### src/rtl/seq_memory_game.sv
// Sequence-memory game engine: plays back a growing prefix of a loaded note
// sequence on tone/led, then checks the player's keypad answers in forward or
// reverse order, with a configurable number of lives.
module seq_memory_game #(
   parameter int unsigned NOTE_W    = 3,
   parameter int unsigned MAX_LEN   = 8,
   parameter int unsigned TICK_DIV  = 4,
   parameter int unsigned ON_TICKS  = 2,
   parameter int unsigned OFF_TICKS = 2,
   parameter int unsigned LIVES     = 3,
   parameter int unsigned REVERSE   = 1
) (
   input  logic                               clk,
   input  logic                               reset,
   input  logic                               load,
   input  logic [MAX_LEN*NOTE_W-1:0]          seq_data,
   input  logic                               start,
   input  logic                               key_valid,
   input  logic [NOTE_W:0]                    key_code,
   output logic [NOTE_W:0]                    tone,
   output logic [NOTE_W:0]                    led,
   output logic                               playing,
   output logic                               await_input,
   output logic [$clog2(MAX_LEN+1)-1:0]       round_len,
   output logic [$clog2(LIVES+1)-1:0]         lives_left,
   output logic                               miss,
   output logic                               win,
   output logic                               lose
);

   localparam int unsigned IW      = $clog2(MAX_LEN + 1);
   localparam int unsigned LW      = $clog2(LIVES + 1);
   localparam int unsigned TW      = NOTE_W + 1;
   localparam int unsigned SEQ_W   = MAX_LEN * NOTE_W;
   localparam int unsigned ON_CYC  = ON_TICKS * TICK_DIV;
   localparam int unsigned OFF_CYC = OFF_TICKS * TICK_DIV;
   localparam int unsigned CNT_MAX = (ON_CYC > OFF_CYC) ? ON_CYC : OFF_CYC;
   localparam int unsigned CW      = (CNT_MAX > 1) ? $clog2(CNT_MAX) : 1;

   typedef enum logic [2:0] {
      S_IDLE,
      S_PLAY_ON,
      S_PLAY_OFF,
      S_WAIT_KEY,
      S_ECHO,
      S_WIN,
      S_LOSE
   } state_t;

   state_t          r_state,    w_state_nxt;
   logic [CW-1:0]   r_cnt,      w_cnt_nxt;
   logic            r_loaded,   w_loaded_nxt;
   logic [SEQ_W-1:0] r_seq,     w_seq_nxt;
   logic [IW-1:0]   r_round,    w_round_nxt;
   logic [IW-1:0]   r_play_idx, w_play_nxt;
   logic [IW-1:0]   r_exp_idx,  w_exp_nxt;
   logic [IW-1:0]   r_resp_cnt, w_resp_nxt;
   logic [LW-1:0]   r_lives,    w_lives_nxt;
   logic            r_correct,  w_correct_nxt;
   logic            r_last,     w_last_nxt;
   logic [TW-1:0]   r_tone,     w_tone_nxt;
   logic [TW-1:0]   r_led;
   logic            r_miss,     w_miss_nxt;
   logic            r_playing;
   logic            r_await;
   logic            r_win;
   logic            r_lose;

   logic            w_on_done;
   logic            w_off_done;

   // Tone code of stored note idx; the +1 is done at NOTE_W+1 bits so the
   // top note value does not wrap to silence.
   function automatic logic [TW-1:0] tone_of(input logic [SEQ_W-1:0] seq,
                                             input logic [IW-1:0]    idx);
      logic [TW-1:0] t;
      t = '0;
      for (int unsigned i = 0; i < MAX_LEN; i++) begin
         if (idx == IW'(i)) begin
            t = {1'b0, seq[i*NOTE_W +: NOTE_W]} + TW'(1);
         end
      end
      return t;
   endfunction

   assign w_on_done  = (r_cnt == CW'(ON_CYC - 1));
   assign w_off_done = (r_cnt == CW'(OFF_CYC - 1));

   // Next-state and next-register computation for the whole game.
   always_comb begin
      w_state_nxt   = r_state;
      w_loaded_nxt  = r_loaded;
      w_seq_nxt     = r_seq;
      w_round_nxt   = r_round;
      w_lives_nxt   = r_lives;
      w_play_nxt    = r_play_idx;
      w_exp_nxt     = r_exp_idx;
      w_resp_nxt    = r_resp_cnt;
      w_correct_nxt = r_correct;
      w_last_nxt    = r_last;
      w_tone_nxt    = '0;
      w_miss_nxt    = 1'b0;
      w_cnt_nxt     = '0;

      case (r_state)
         S_IDLE, S_WIN, S_LOSE: begin
            if (load) begin
               w_seq_nxt    = seq_data;
               w_loaded_nxt = 1'b1;
            end
            // A same-cycle load counts as loaded and its data is played.
            if (start && (r_loaded || load)) begin
               w_state_nxt = S_PLAY_ON;
               w_round_nxt = IW'(1);
               w_lives_nxt = LW'(LIVES);
               w_play_nxt  = '0;
               w_exp_nxt   = '0;
               w_resp_nxt  = '0;
               w_tone_nxt  = tone_of(w_seq_nxt, IW'(0));
            end
         end

         S_PLAY_ON: begin
            if (w_on_done) begin
               w_state_nxt = S_PLAY_OFF;
            end else begin
               w_tone_nxt = r_tone;
            end
         end

         S_PLAY_OFF: begin
            if (w_off_done) begin
               if (r_play_idx == r_round - IW'(1)) begin
                  w_state_nxt = S_WAIT_KEY;
                  w_exp_nxt   = (REVERSE != 0) ? r_round - IW'(1) : '0;
                  w_resp_nxt  = '0;
               end else begin
                  w_state_nxt = S_PLAY_ON;
                  w_play_nxt  = r_play_idx + IW'(1);
                  w_tone_nxt  = tone_of(r_seq, r_play_idx + IW'(1));
               end
            end
         end

         S_WAIT_KEY: begin
            if (key_valid && (key_code != '0)) begin
               w_state_nxt   = S_ECHO;
               w_tone_nxt    = key_code;
               w_correct_nxt = (key_code == tone_of(r_seq, r_exp_idx));
               w_last_nxt    = (r_resp_cnt == r_round - IW'(1));
               w_resp_nxt    = r_resp_cnt + IW'(1);
               // Penalty is applied at acceptance; ECHO only decides where to go.
               if (!w_correct_nxt) begin
                  w_miss_nxt  = 1'b1;
                  w_lives_nxt = r_lives - LW'(1);
               end
            end
         end

         S_ECHO: begin
            if (!w_on_done) begin
               w_tone_nxt = r_tone;
            end else if (r_correct) begin
               if (!r_last) begin
                  w_state_nxt = S_WAIT_KEY;
                  w_exp_nxt   = (REVERSE != 0) ? r_exp_idx - IW'(1)
                                               : r_exp_idx + IW'(1);
               end else if (r_round == IW'(MAX_LEN)) begin
                  w_state_nxt = S_WIN;
               end else begin
                  w_state_nxt = S_PLAY_ON;
                  w_round_nxt = r_round + IW'(1);
                  w_play_nxt  = '0;
                  w_tone_nxt  = tone_of(r_seq, IW'(0));
               end
            end else if (r_lives == '0) begin
               w_state_nxt = S_LOSE;
            end else begin
               w_state_nxt = S_PLAY_ON;
               w_play_nxt  = '0;
               w_tone_nxt  = tone_of(r_seq, IW'(0));
            end
         end

         default: begin
            w_state_nxt = S_IDLE;
         end
      endcase

      // Tempo counter only advances while staying in a timed state.
      if ((w_state_nxt == r_state) &&
          ((r_state == S_PLAY_ON) || (r_state == S_PLAY_OFF) || (r_state == S_ECHO))) begin
         w_cnt_nxt = r_cnt + CW'(1);
      end
   end

   // State and registered outputs; async reset silences everything at once.
   always_ff @(posedge clk or posedge reset) begin
      if (reset) begin
         r_state    <= S_IDLE;
         r_cnt      <= '0;
         r_loaded   <= 1'b0;
         r_seq      <= '0;
         r_round    <= '0;
         r_play_idx <= '0;
         r_exp_idx  <= '0;
         r_resp_cnt <= '0;
         r_lives    <= '0;
         r_correct  <= 1'b0;
         r_last     <= 1'b0;
         r_tone     <= '0;
         r_led      <= '0;
         r_miss     <= 1'b0;
         r_playing  <= 1'b0;
         r_await    <= 1'b0;
         r_win      <= 1'b0;
         r_lose     <= 1'b0;
      end else begin
         r_state    <= w_state_nxt;
         r_cnt      <= w_cnt_nxt;
         r_loaded   <= w_loaded_nxt;
         r_seq      <= w_seq_nxt;
         r_round    <= w_round_nxt;
         r_play_idx <= w_play_nxt;
         r_exp_idx  <= w_exp_nxt;
         r_resp_cnt <= w_resp_nxt;
         r_lives    <= w_lives_nxt;
         r_correct  <= w_correct_nxt;
         r_last     <= w_last_nxt;
         r_tone     <= w_tone_nxt;
         r_led      <= w_tone_nxt;
         r_miss     <= w_miss_nxt;
         r_playing  <= (w_state_nxt == S_PLAY_ON) || (w_state_nxt == S_PLAY_OFF);
         r_await    <= (w_state_nxt == S_WAIT_KEY);
         r_win      <= (w_state_nxt == S_WIN);
         r_lose     <= (w_state_nxt == S_LOSE);
      end
   end

   assign tone        = r_tone;
   assign led         = r_led;
   assign playing     = r_playing;
   assign await_input = r_await;
   assign round_len   = r_round;
   assign lives_left  = r_lives;
   assign miss        = r_miss;
   assign win         = r_win;
   assign lose        = r_lose;

endmodule
### config.mk
export PLATFORM = sky130hd
export DESIGN_NAME = seq_memory_game
export DESIGN_NICKNAME = d
export VERILOG_FILES = /design/src/rtl/seq_memory_game.sv
export SDC_FILE = /design/constraint.sdc
export NUM_CORES = 1
export LEC_CHECK = 0
export BUFFER_PORTS_ARGS = -buffer_cell sky130_fd_sc_hd__buf_2
export CELL_PAD_IN_SITES_DETAIL_PLACEMENT = 1
export CELL_PAD_IN_SITES_GLOBAL_PLACEMENT = 1
export CORE_MARGIN = 8
export CORE_UTILIZATION = 45
export DETAILED_ROUTE_END_ITERATION = 6
export PLACE_DENSITY_LB_ADDON = 0.1
export SLEW_MARGIN = 20
export SYNTH_ARGS = -nofsm -noshare
export SYNTH_HDL_FRONTEND = slang
export SYNTH_SLANG_ARGS = --single-unit
### constraint.sdc
create_clock -name clk -period 3.3 [get_ports clk]
set_clock_uncertainty 0.05 [all_clocks]
set_input_delay 0.33 -clock clk [delete_from_list [all_inputs] [get_ports clk]]
set_output_delay 0.33 -clock clk [all_outputs]
set_load 0.005 [all_outputs]
* Word-level counts from Yosys, hierarchy flattened
Cells that the tools add are included.
W data, S select, Z words.
** Word-level totals
- Flip-flop bits (word level) :: 60
- Word-level logic and storage cells :: 182
- Input bits :: 33
- Output and inout bits :: 19
** Cells by class
- $add $sub $neg :: 16
- Mux-type cells :: 75
- Reductions and logical operators :: 26
- Equality and inequality tests :: 47
** Operator list (count)
- $mux W4 :: 49
- $mux W24 :: 2
- $add A3 B1 Y4 const B :: 9
- $pmux W4 S3 :: 3
- $eq A4 B3 Y1 const B :: 8
- $mux W3 :: 10
- $ne A2 B2 Y1 const B :: 13
- $pmux W4 S5 :: 1
- $eq A3 B3 Y1 const B :: 6
- $eq A4 B2 Y1 const B :: 4
- $pmux W3 S5 :: 1
- $add A4 B1 Y4 const B :: 3
- $eq A3 B2 Y1 const B :: 4
- $eq A4 B4 Y1 :: 3
- $ne A3 B3 Y1 const B :: 3
- $eq A4 B1 Y1 const B :: 2
- $logic_not A4 Y1 :: 2
- $mux W2 :: 4
- $pmux W4 S2 :: 1
- $reduce_and A2 Y1 :: 4
- $reduce_and A8 Y1 :: 1
- $sub A4 B1 Y4 const B :: 2
- $reduce_and A7 Y1 :: 1
- $eq A3 B1 Y1 const B :: 2
- other kinds (17) :: 26

* Logic depth before layout (Yosys ltp)
- Depth in word-level cells :: 15
- Mapped depth :: 11

* Worst setup path after synthesis
OpenSTA, ideal clock, no wires.
- Path type :: reg-to-reg
- Start point :: register r_round[0] (netlist: round_len[0])
- End point :: register r_resp_cnt[2]
- Buffers on the path :: 1
- Setup slack :: 0.893 ns
- Library setup time :: 0.121 ns
- Required time :: 3.129 ns
- Arrival :: 2.236 ns
- Clock period less this slack :: 2.407 ns
- Cell stages (with the launch flop) :: 9
- Path through :: dfrtp_1 -> buf_6 -> nor3_1 -> xor3_2 -> nor4_4 -> nand3b_2 -> a41oi_2 -> o21ai_1 -> a22o_1
** On the way
- Longest elaborated chain between the ends :: 4
** RTL lines
- start: declaration :: RTL line 54 : logic [IW-1:0] r_round, w_round_nxt;
- start signal: assignment :: RTL line 223 : r_round <= w_round_nxt;
- $sub A4 B1 Y4 :: RTL line 133 : if (r_play_idx == r_round - IW'(1)) begin
- $eq A4 B4 Y1 :: RTL line 133
- $ne A2 B2 Y1 (no line)
- $reduce_and A5 Y1 (no line)
- end signal: assignment :: RTL line 226 : r_resp_cnt <= w_resp_nxt;
- end: declaration :: RTL line 57 : logic [IW-1:0] r_resp_cnt, w_resp_nxt;
Every way passes these cells.
A chain may end at the register's enable or synchronous reset.

* Worst setup path after layout
- Start point :: register r_exp_idx[0]
- End point :: register r_correct
** On the way
- Longest elaborated chain between the ends :: 12
- Elaborated cells between the ends (all ways) :: 19
- Those cells by class :: eq/ne (8); mux (10); reduce/logical (1)
** RTL lines
- start: declaration :: RTL line 56 : logic [IW-1:0] r_exp_idx, w_exp_nxt;
- start signal: assignment :: RTL line 225 : r_exp_idx <= w_exp_nxt;
- $logic_not A4 Y1 :: RTL line 79 : if (idx == IW'(i)) begin
- $mux W4 (7 in a row) :: RTL line 79
- $mux W4 (*) :: RTL line 79
- $mux W4 (*) :: RTL line 146 : if (key_valid && (key_code != '0)) begin
- $mux W4 (*) :: RTL line 105 : case (r_state)
- $eq A4 B4 Y1 (*) :: RTL line 149 : w_correct_nxt = (key_code == tone_of(r_seq, r_exp_idx));
- end signal: assignment :: RTL line 228 : r_correct <= w_correct_nxt;
- end: declaration :: RTL line 59 : logic r_correct, w_correct_nxt;
Every way passes the cells marked *; elsewhere a longest branch is shown, timed or not. The select of a mux whose other input is x is not followed.

==> impl_metrics.ini <==
[logic_synthesis]
synthArstFlopShare_pct = 100.0
netlist_instances = 487
postSynthNetCount = 544
yosys.area.top_type_share_pct = 34.16
synth_ff_type = dfrtp_1
synth_seq_cells = 60
synthDistinctLibCells = 66
synth.yosys.seq_area_share_pct = 34.16
netlist_area_mm2 = 0.004395
syn_area_per_cell_um2 = 9.026
yosys-top-cells-area = dfrtp_1 (34%), mux2_2 (7.2%), ha_1 (6.8%)
synth_most_common_cell = dfrtp_1
synth-edff-count = 0
yosysWarnings = 0
yosys-top-cells-count = dfrtp_1 (60), nand2_1 (49), o21ai_0 (39), mux2_2 (28), nor2_1 (26)
synth_top_area_cell = dfrtp_1

[floorplanning]
die_area_mm2 = 0.01319
start_util_pct = 45.60
placementRows = 36
die_h_um = 114.8
fp.dieW_um = 114.8
core_region_area_mm2 = 0.009639
ios = 52

[min_path]
hp-class = input pin to async pin

[detailed_routing]
wl_per_cell_um = 20.51
antenna_left = 0
first_pass_iters = 5
remaining_drc_errors = 0
wirelength_um = 13600
routed_via_density = 5.928
dr_total_vias = 3930
drtIter0Drc = 278

[timing]
setup_viol = 0
holdWs_ns = 0.1061
drv_slew = 0
slew_headroom_pct = 39.16
rsz0062_at_grt = no
fin_crit_sh_pct = 83.62
fin_crit_ns = 2.760
worst_slew_pin_slew_ns = 0.9112
max_freq_mhz = 362.4
tns_ns = 0
worst_slack_ns = 0.5404
hold_viol = 0

[cells_and_area]
fillers = 1193
drive_gt1_share_pct = 21.32
utilization_pct = 50.51
synthToLayoutAreaGrowth_pct = 10.76
final_cells = 663
nNetsFinal = 582
num_antenna_cells = 0

[grt]
use_met3_pct = 6.040
grt_max_degree = 42
grt-ovfl-total = 0
grt_pass1_vias = 4036
grt_pass1_wl_um = 22270
grt_usage_pct = 21.79
antenna_found_initial = 0
busiest_layer = met2
met2_usage_pct = 31.32
gr-usage-met1_pct = 31.17

[placed_design]
hpwl_um = 10420
gp_congestion = 0.8976
dp.cells = 647
pre_cts_ws_ns = 0.5810
io_buffer_count = 51

[clock_tree]
postCtsSetupBuffers = 0
cts_hold_buf = 0
ctsResizeCount = 0
clockBufferDepth = 2
htreeDepth = 3
cts.sinks = 60
clk_root_buffer_cell = clkbuf_8
clk_latency_ns = 0.37
cts_buffers = 9
clk_pin_slew_worst_paths_ns = 0.08
cts_tree = built

[critical_path]
critical_path.startpoint = r_exp_idx[0]
r2r_end = r_correct
worst-endpoint-arrival_ns = 3.03
r2r-start = r_exp_idx[0]
path_buf_inv = 1
path_cells = inv_1, ha_1, a21oi_1, and3_1, or4_1, a22oi_2, and3_1, mux2_2
cp_slowest_cell = ha_1
r2r_cells = 8
crit_family = simple AND/OR/NAND/NOR gates
worst-path-max-fanout = 18
critPathCapture = r_correct
required_ns = 3.57
cp-start-kind = register
crit_path_end_kind = register
critPathKind = register to register
reg2reg_slack_ns = 0.54
crit_path_frequent_cell = and3_1
max_stage_delay_ns = 0.58
path_depth = 8

[power]
p_leak_uw = 0.002229
powerDensity_mw_per_mm2 = 293.7
ir_drop_mv = 0.1754

[run]
drv_cap = 0

[status]
outcome = finished, final reports clean
## through the flow
step / total power [µW] / instance area (µm²)
2_1_floorplan: 780.3 / 4395
3_3_place_gp: 812.5 / 4692
3_5_place_dp: 815.4 / 4692
4_1_cts: 1441 / 4868
5_1_grt: 1485 / 4868
6_report: 1430 / 4868
## worst min path at each step
| stage | from | endpoint | slack [ns] | cells past startpoint |
|---|---|---|---|---|
| finish | reset | r_seq[3] | 0.11 | 2 |
| floorplan | r_cnt[0] | r_cnt[0] | 0.36 | 1 |
| CTS | seq_data[15] | r_seq[15] | 0.13 | 2 |
| global placement | r_cnt[0] | r_cnt[0] | 0.37 | 1 |
| detailed placement | r_cnt[0] | r_cnt[0] | 0.38 | 1 |
| global route | seq_data[13] | r_seq[13] | 0.13 | 2 |
## power by group
part           internal [µW]  switching [µW]  total (µW)  leakage [µW]
registers                736            1.70         737      0.000780
logic                   24.1            38.6        62.6       0.00136
clock network            291             339         630     0.0000885
total                   1050             379        1430       0.00223
## metal layers
metal / vias to the layer above / routed length (µm) / part of all wire [%]
li1: 1858 / - / -
met4: 0 / 167 / 1.2
met5: - / 0 / 0
met3: 14 / 926 / 6.8
met1: 1962 / 6698 / 49
met2: 96 / 5803 / 43
## cells by family (layout without fill, tap and decap cells)
family | count (synthesis) | after routing | share of synthesized area, %
and+or+nand+nor | 147 | 147 | 16.62
AOI/OAI and AO/OA | 148 | 148 | 23.40
DFF | 60 | 60 | 34.16
buffers and inverters | 51 | 94 | 5.494
muxes | 34 | 34 | 8.540
xor gates and xnor gates | 23 | 23 | 4.953
adders and majority gates | 24 | 24 | 6.832
## worst register-to-register path, cell delays in order (launching register included)
cell     delay (ns)
dfrtp_1        0.42
inv_1          0.15
ha_1           0.58
a21oi_1        0.14
and3_1         0.21
or4_1          0.51
a22oi_2        0.20
and3_1         0.27
mux2_2         0.17
## cell type report
class	instances	area (µm²)	area share (%)
multi-input combinational	376	2653	54.48
sequential	60	1501	30.84
timing repair buffer	55	285.3	5.860
tap	133	166.4	3.418
clock buffer	10	137.6	2.827
inverter	23	86.33	1.773
clock inverter	6	38.79	0.7967
## state kept, by name (all words and copies together), names as in the netlist, 2 cells and up
signal	count
lives_left	2
r_seq	24
r_state	3
r_play_idx	4
led	4
round_len	4
r_cnt	3
r_exp_idx	4
r_resp_cnt	4
## placed cells by master (no fill, tap or decap), drive strengths merged, types with 4 or more instances in the layout
| master | count |
|---|---|
| a211oi | 4 |
| a21o | 8 |
| a21oi | 25 |
| a221oi | 7 |
| a22oi | 7 |
| a31oi | 9 |
| a41o | 4 |
| and2 | 5 |
| and3 | 5 |
| buf | 55 |
| clkbuf | 10 |
| dfrtp | 60 |
| ha | 24 |
| inv | 24 |
| mux2 | 28 |
| mux2i | 6 |
| nand2 | 49 |
| nand2b | 11 |
| nand3 | 19 |
| nand3b | 4 |
| nor2 | 26 |
| nor2b | 7 |
| nor3 | 7 |
| nor4 | 4 |
| o211ai | 4 |
| o21a | 5 |
| o21ai | 41 |
| o22ai | 4 |
| xnor2 | 9 |
| xor2 | 13 |
Power figures use the tool's default switching activity.
